**src/rtl/vga_scanout.sv**
```systemverilog
// vga_scanout -- 640x480@60 VGA scan-out engine for a 160x120, 12-bit framebuffer.
//
// The 50 MHz clock is divided by a toggling pixel enable, so one screen pixel
// lasts two clocks. Every framebuffer pixel covers a 4x4 block on screen.
// The framebuffer RAM is read synchronously; all pins come straight from flops.
//
// Ports
//   CLK1_50      in   system clock, the only clock
//   RST          in   synchronous, active-high reset
//   FB_ADDR      out  framebuffer read address, (vc>>2)*160 + (hc>>2), 0 when blanked
//   FB_DATA      in   {R,G,B} from the RAM, valid one clock after FB_ADDR
//   VGA_R/G/B    out  4-bit colour, forced to 0 outside the active area
//   VGA_HS       out  horizontal sync, active low
//   VGA_VS       out  vertical sync, active low
//   FRAME_START  out  one-clock pulse when the scan wraps from (799,524) to (0,0)
//   VBLANK       out  high while the displayed line is below the active area
module vga_scanout #(
    parameter int H_ACTIVE = 640,
    parameter int H_FP     = 16,
    parameter int H_SYNC   = 96,
    parameter int H_BP     = 48,
    parameter int V_ACTIVE = 480,
    parameter int V_FP     = 10,
    parameter int V_SYNC   = 2,
    parameter int V_BP     = 33
) (
    input  logic        CLK1_50,
    input  logic        RST,
    output logic [14:0] FB_ADDR,
    input  logic [11:0] FB_DATA,
    output logic [3:0]  VGA_R,
    output logic [3:0]  VGA_G,
    output logic [3:0]  VGA_B,
    output logic        VGA_HS,
    output logic        VGA_VS,
    output logic        FRAME_START,
    output logic        VBLANK
);

    localparam int H_TOTAL = H_ACTIVE + H_FP + H_SYNC + H_BP;
    localparam int V_TOTAL = V_ACTIVE + V_FP + V_SYNC + V_BP;

    localparam logic [9:0] H_LAST     = 10'(H_TOTAL - 1);
    localparam logic [9:0] H_ACT      = 10'(H_ACTIVE);
    localparam logic [9:0] HS_FIRST   = 10'(H_ACTIVE + H_FP);
    localparam logic [9:0] HS_LAST    = 10'(H_ACTIVE + H_FP + H_SYNC - 1);
    localparam logic [9:0] V_LAST     = 10'(V_TOTAL - 1);
    localparam logic [9:0] V_ACT      = 10'(V_ACTIVE);
    localparam logic [9:0] VS_FIRST   = 10'(V_ACTIVE + V_FP);
    localparam logic [9:0] VS_LAST    = 10'(V_ACTIVE + V_FP + V_SYNC - 1);

    // Scan position and pixel enable
    logic        pix_en_q, pix_en_d;
    logic [9:0]  hc_q, hc_d;
    logic [9:0]  vc_q, vc_d;
    logic        frame_start_q, frame_start_d;

    // Stage A: address plus timing flags for the current position
    logic [14:0] fb_addr_q, fb_addr_d;
    logic        active_a_q, active_a_d;
    logic        hs_a_q, hs_a_d;
    logic        vs_a_q, vs_a_d;
    logic        vblank_a_q, vblank_a_d;

    // Stage B: pin registers
    logic [11:0] rgb_q, rgb_d;
    logic        hs_q, hs_d;
    logic        vs_q, vs_d;
    logic        vblank_q, vblank_d;

    // Scratch for the address computation
    logic        active_next;
    logic [14:0] row, col;

    // NOTE: every signal assigned here gets a default first, so no path through
    // the block can leave a value unassigned and infer a latch.
    always_comb begin
        pix_en_d      = ~pix_en_q;
        hc_d          = hc_q;
        vc_d          = vc_q;
        frame_start_d = 1'b0;

        if (pix_en_q) begin
            if (hc_q == H_LAST) begin
                hc_d = '0;
                if (vc_q == V_LAST) begin
                    vc_d          = '0;
                    frame_start_d = 1'b1;
                end else begin
                    vc_d = vc_q + 10'd1;
                end
            end else begin
                hc_d = hc_q + 10'd1;
            end
        end

        // The address is formed from the next position so that it changes on
        // the same edge as the counters; the RAM then answers one clock later
        // and stage B picks the word up exactly when the delayed flags arrive.
        active_next = (hc_d < H_ACT) && (vc_d < V_ACT);
        row         = 15'(vc_d >> 2);
        col         = 15'(hc_d >> 2);
        // row*160 as two shifts: row*128 + row*32
        fb_addr_d   = active_next ? ((row << 7) + (row << 5) + col) : 15'd0;

        active_a_d  = (hc_q < H_ACT) && (vc_q < V_ACT);
        hs_a_d      = !((hc_q >= HS_FIRST) && (hc_q <= HS_LAST));
        vs_a_d      = !((vc_q >= VS_FIRST) && (vc_q <= VS_LAST));
        vblank_a_d  = (vc_q >= V_ACT);

        // RAM data is only taken while the delayed position is visible.
        rgb_d       = active_a_q ? FB_DATA : 12'h000;
        hs_d        = hs_a_q;
        vs_d        = vs_a_q;
        vblank_d    = vblank_a_q;
    end

    // NOTE: state is updated with non-blocking assignments so every flop
    // samples the pre-edge values of the others, independent of statement order.
    always_ff @(posedge CLK1_50) begin
        if (RST) begin
            pix_en_q      <= 1'b0;
            hc_q          <= '0;
            vc_q          <= '0;
            frame_start_q <= 1'b0;
            fb_addr_q     <= '0;
            active_a_q    <= 1'b0;
            hs_a_q        <= 1'b1;
            vs_a_q        <= 1'b1;
            vblank_a_q    <= 1'b0;
            rgb_q         <= '0;
            hs_q          <= 1'b1;
            vs_q          <= 1'b1;
            vblank_q      <= 1'b0;
        end else begin
            pix_en_q      <= pix_en_d;
            hc_q          <= hc_d;
            vc_q          <= vc_d;
            frame_start_q <= frame_start_d;
            fb_addr_q     <= fb_addr_d;
            active_a_q    <= active_a_d;
            hs_a_q        <= hs_a_d;
            vs_a_q        <= vs_a_d;
            vblank_a_q    <= vblank_a_d;
            rgb_q         <= rgb_d;
            hs_q          <= hs_d;
            vs_q          <= vs_d;
            vblank_q      <= vblank_d;
        end
    end

    assign FB_ADDR     = fb_addr_q;
    assign VGA_R       = rgb_q[11:8];
    assign VGA_G       = rgb_q[7:4];
    assign VGA_B       = rgb_q[3:0];
    assign VGA_HS      = hs_q;
    assign VGA_VS      = vs_q;
    assign FRAME_START = frame_start_q;
    assign VBLANK      = vblank_q;

endmodule

```
**config.mk**
```make
export PLATFORM = sky130hd
export DESIGN_NAME = vga_scanout
export DESIGN_NICKNAME = d
export VERILOG_FILES = /design/src/rtl/vga_scanout.sv
export SDC_FILE = /design/constraint.sdc
export NUM_CORES = 1
export LEC_CHECK = 0
export CORE_MARGIN = 8
export CORE_UTILIZATION = 52
export DETAILED_ROUTE_END_ITERATION = 7
export PLACE_DENSITY = 0.86
export SYNTH_ARGS = -nofsm -noshare
export SYNTH_HDL_FRONTEND = slang
export SYNTH_SLANG_ARGS = --single-unit
export TNS_END_PERCENT = 50
```
**constraint.sdc**
```tcl
create_clock -name CLK1_50 -period 5 [get_ports CLK1_50]
set_input_delay 1.5 -clock CLK1_50 [delete_from_list [all_inputs] [get_ports CLK1_50]]
set_output_delay 1.5 -clock CLK1_50 [all_outputs]
set_load 0.005 [all_outputs]
```
* Yosys cells after proc, flatten, opt, wreduce, memory -nomap -nowiden
Index checks and enable logic that the tools add are counted.
** Word-level totals
- Bits in registers :: 56
- Input port bits :: 14
- Output and inout port bits :: 31
** Operators by class
- Add/subtract/negate cells :: 4
- Order comparisons :: 9
- Equality and inequality tests :: 2
- Multiplexer cells :: 6
- Bitwise logic cells :: 4
- Reduce and logical (&&, ||, !) cells :: 9
** Operators with widths (number)
- $mux W10 :: 5
- $add A10 B1 Y10 const B :: 2
- $eq A10 B10 Y1 const B :: 2
- $ge A10 B9 Y1 const B :: 2
- $lt A10 B10 Y1 const B :: 2
- $lt A10 B9 Y1 const B :: 2
- $add A15 B13 Y15 :: 1
- $add A15 B8 Y15 :: 1
- $ge A10 B10 Y1 const B :: 1
- $le A10 B10 Y1 const B :: 1
- $le A10 B9 Y1 const B :: 1
- $logic_and A1 B1 Y1 :: 4
- $not A1 Y1 :: 4
- $reduce_or A2 Y1 :: 2
- $reduce_or A3 Y1 :: 1
- $logic_not A1 Y1 :: 2
- $mux W1 :: 1

* Logic depth before layout (Yosys ltp)
- Depth after elaboration :: 8
- Depth in mapped cells :: 16

* Worst setup path before layout
Ideal clock, no wire load.
- Path kind :: register to register
- From :: register hc_q[0]
- To :: register fb_addr_q[14], in the netlist FB_ADDR[14]
- Setup time :: 137 ps
- Arrival time :: 3506 ps
- Required time :: 4863 ps
- Setup slack :: 1357 ps
- Stages on the path, launching flop included :: 14
- Buffers on the path :: 0
- Cells stage by stage :: dfxtp_1 ha_1 nand4b_4 nor3_1 nand2b_1 o31ai_1 fa_1 fa_1 a21o_1 a21oi_1 o21bai_1 o31a_1 a21oi_1 nor3_1
** Between the ends
- Cells in the longest elaborated chain, start to end :: 7
- Elaborated cells between the ends (all ways) :: 13
- Classes of those cells :: add/sub (3); order compare (2); eq/ne (1); mux (4); bitwise (1); reduce/logical (2)
** Ends and longest elaborated chain
- from (decl) :: RTL line 54 : logic [9:0] hc_q, hc_d;
- from (signal assigned) :: RTL line 123 : hc_q <= '0;
- from (signal assigned) :: RTL line 137 : hc_q <= hc_d;
- $eq A10 B10 Y1 (*) :: RTL line 84 : if (hc_q == H_LAST) begin
- $mux W10 (*) :: RTL line 84
- $mux W10 (*) :: RTL line 83 : if (pix_en_q) begin
- via vc_d[4] :: RTL line 55 : logic [9:0] vc_q, vc_d;
- parallel branches: the longest is 4 deep, another holds $add A15 B13 Y15
- to (signal assigned) :: RTL line 140 : fb_addr_q <= fb_addr_d;
- to (decl) :: RTL line 59 : logic [14:0] fb_addr_q, fb_addr_d;
Mark *: on every way through the listed nets, which the timed path passes.
A chain may end at the register's enable or synchronous reset.

* Worst setup path in the final report
- From :: register hc_q[1]
- To :: register fb_addr_q[14], in the netlist FB_ADDR[14]
The elaborated chain is that of the path after synthesis.

==> impl_metrics.py <==
metrics = {
    "run_status": {
        "status": "finished, final reports clean",
    },
    "timing": {
        "post-route-min-period_ns": 4.18,
        "worst_pin_slew_ns": 1.19,
        "timing.fmax_ghz": 0.239,
        "timing.hold.ws_ns": 0.418,
        "grt_setup_unrepaired": "no",
        "maxSlewViolCount": 0,
        "setup_viol": 0,
        "relSlewSlack_pct": 21.0,
        "final.setup.tns_ns": 0,
        "fin_crit_sh_pct": 83.6,
        "skew_ns": 0.00657,
        "final_hold_viol_count": 0,
        "worst_slack_ns": 0.822,
    },
    "logic_synthesis": {
        "synth_most_common_cell": "dfxtp_1",
        "synth_compound_area_share_pct": 8.92,
        "synth_cell_types": 47,
        "synth-adder-area-share_pct": 11.1,
        "yosys_register_bits": 56,
        "avgSynthCellArea_um2": 9.39,
        "ys_seq_area_share_pct": 43.0,
        "yosys.area.top_type": "dfxtp_1",
        "synth_top_area_share_pct": 43.0,
        "synth_nets": 314,
        "synthSimpleGateAreaFrac_pct": 26.5,
        "synth_edf_count": 0,
        "synth_ff_type": "dfxtp_1",
        "synth_top_family_by_area": "simple AND/OR/NAND/NOR gates",
        "syn_area_um2": 2610,
        "synth_xor_area_share_pct": 5.37,
        "syn_inst": 278,
        "synthMuxAreaShare_pct": 0.384,
        "synthArstFlopShare_pct": 0,
        "synth_area_leaders": "dfxtp_1, ha_1, nor3_1",
        "yosysWarningCount": 0,
        "netlist_top_cells_count": "dfxtp_1, nor2_1, ha_1, nand2_1, nor3_1",
    },
    "floorplanning": {
        "io_pins": 45,
        "core_area_um2": 4790,
        "initial_core_util_pct": 54.5,
        "fp.dieArea_um2": 7540,
        "row_count": 25,
        "die_w_um": 86.8,
        "die_height_um": 86.8,
    },
    "clocking": {
        "cts_buffer_depth": 2,
        "path_clk_slew_ns": 0.09,
        "post-cts-setup-buffer-count": 0,
        "cts_buffers": 5,
        "cts_tree": "yes",
        "ctsResizeCount": 0,
        "cts_hold_buffers": 0,
        "clk_latency_ns": 0.31,
        "cts.htree.levels": 2,
        "clock-root-buffer": "clkbuf_8",
        "cts.sinks": 56,
    },
    "worst_setup_path": {
        "startpoint_type": "flop",
        "endpoint": "FB_ADDR[14]$_SDFF_PP0_",
        "r2r_end": "FB_ADDR[14]$_SDFF_PP0_",
        "cp_num_buf_inv": 0,
        "arrival_ns": 4.33,
        "timing.critical_path.slowest_cell_delay_ns": 0.60,
        "timing.critical_path.from": "hc_q[1]$_SDFFE_PP0P_",
        "path_delay_family": "compound AO/OA/AOI/OAI gates",
        "path_depth": 13,
        "critPathMaxFanout": 8,
        "crit_path_end_kind": "flop",
        "critPathRequiredTime_ns": 5.15,
        "crit_chain": "ha_1 > nand4b_4 > nor3_1 > nand2_1 > o21ai_0 > fa_1 > fa_1 > a21o_1 > a21oi_1 > o21bai_1 > o31a_1 > a21oi_1 > nor3_1",
        "r2r_start": "hc_q[1]$_SDFFE_PP0P_",
        "critical_path_class": "flop to flop",
        "r2r_slack_ns": 0.82,
        "rr_worst_depth": 13,
        "slowest_stage": "nor3_1",
    },
    "hold_path": {
        "min_path_type": "flop to flop",
    },
    "routing": {
        "vias": 1992,
        "via_per_inst": 5.19,
        "wirelength_mm": 5.26,
        "first_pass_iters": 4,
        "postRouteAntennaNets": 0,
        "wl_per_cell_um": 13.7,
        "dr.first_iter.drc_count": 149,
        "drc": 0,
    },
    "placement": {
        "gp_congestion": 0.827,
        "dp_hpwl_mm": 3.90,
        "portBuffers": 44,
        "post-place-ws_ns": 0.865,
        "dp_cells": 376,
        "placed_cell_area_um2": 3060,
    },
    "cells_and_area": {
        "area_growth_pct": 20.9,
        "instances_no_fill": 384,
        "drive_gt1_share_pct": 5.05,
        "fill_cells": 409,
        "nets": 352,
        "stdcell_area_um2": 3160,
        "diodes": 0,
    },
    "power": {
        "power_frac_seq_pct": 61.5,
        "internal_power_uw": 585,
        "power.switching_uw": 155,
        "peakVddDrop_mv": 0.121,
        "combPwrFrac_pct": 4.5,
        "clock_power_share_pct": 34.0,
        "power.leakage_uw": 0.00133,
        "power_density_nw_per_um2": 234,
        "switching_share_pct": 20.9,
    },
    "global_routing": {
        "grt_pass1_wl_mm": 9.05,
        "antenna_found_initial": 0,
        "overflow": 0,
        "grt.total_usage_pct": 14.9,
        "grt_max_degree": 23,
        "grt_pass1_vias": 1977,
    },
    "job": {
        "drv_cap": 0,
    },
}
layout by cell type (no fill, tap or decap), types with 3 or more instances in the layout:
cell type / Yosys / final
a21oi_1: 13 / 13
and2_1: 12 / 12
nor2_1: 25 / 25
clkbuf_8: 0 / 6
clkdlybuf4s50_1: 0 / 44
nand2_1: 20 / 20
nor3_1: 19 / 19
xor2_1: 7 / 7
xnor2_1: 9 / 9
and4_1: 3 / 3
dfxtp_1: 56 / 56
nor2b_1: 7 / 7
ha_1: 20 / 20
o21ai_0: 8 / 8
nand3_1: 9 / 9
inv_1: 12 / 12
nand2b_1: 7 / 7
nor3b_1: 3 / 3
layout make-up:
| class | count | area, µm² | share of cell area, % |
|---|---|---|---|
| multi-input combinational | 196 | 1370 | 43.2 |
| sequential | 56 | 1120 | 35.5 |
| timing repair buffer | 45 | 448 | 14.2 |
| clock buffer | 7 | 86.3 | 2.73 |
| tap | 67 | 83.8 | 2.66 |
| inverter | 12 | 45.0 | 1.43 |
| clock inverter | 1 | 7.51 | 0.238 |
layer usage:
metal  part of all wire [%]  track usage (%)  vias to the layer above
li1                       -                -                     1019
met4                    1.4             4.69                        0
met2                     45             24.9                       65
met5                      0                0                        -
met3                    7.8             4.44                        9
met1                     46             17.8                      899
how the worst min path moves through the flow:
stage	from	endpoint	slack (ns)	depth (start not counted)
3_3_place_gp	vs_a_q$_SDFF_PP1_	VGA_VS$_SDFF_PP1_	0.39	1
3_5_place_dp	hs_a_q$_SDFF_PP1_	VGA_HS$_SDFF_PP1_	0.39	1
2_1_floorplan	hs_a_q$_SDFF_PP1_	VGA_HS$_SDFF_PP1_	0.39	1
6_report	hs_a_q$_SDFF_PP1_	VGA_HS$_SDFF_PP1_	0.42	1
5_1_grt	hs_a_q$_SDFF_PP1_	VGA_HS$_SDFF_PP1_	0.44	1
4_1_cts	hs_a_q$_SDFF_PP1_	VGA_HS$_SDFF_PP1_	0.42	1
power by group through the flow:
stage	Sequential, µW	Combinational (µW)	Clock (µW)
2_1_floorplan	465	14.4	0
3_3_place_gp	465	32.9	0
5_1_grt	456	36.7	272
6_report	455	33.3	252
3_5_place_dp	465	33.7	0
4_1_cts	455	33.9	258
per-stage QoR:
step	util, %	power, µW
5_1_grt	66.0	765
4_1_cts	66.0	747
2_1_floorplan	-	479
3_5_place_dp	64.0	499
6_report	66.0	740
3_3_place_gp	64.0	498
sequential cells by signal, summed over array words and instances (netlist names):
name / cells
FB_ADDR: 15
FRAME_START: 1
VBLANK: 1
VGA_HS: 1
VGA_VS: 1
active_a_q: 1
hc_q: 10
hs_a_q: 1
pix_en_q: 1
rgb_q: 12
vblank_a_q: 1
vc_q: 10
vs_a_q: 1
logic make-up after synthesis:
family	count (synthesis)
AO/OA/AOI/OAI	35
XOR/XNOR	16
adder cells (fa/ha/maj)	22
buffers and inverters	26
flip-flops	56
multiplexers	1
AND/OR/NAND/NOR	122
Power figures use the tool's default switching activity.
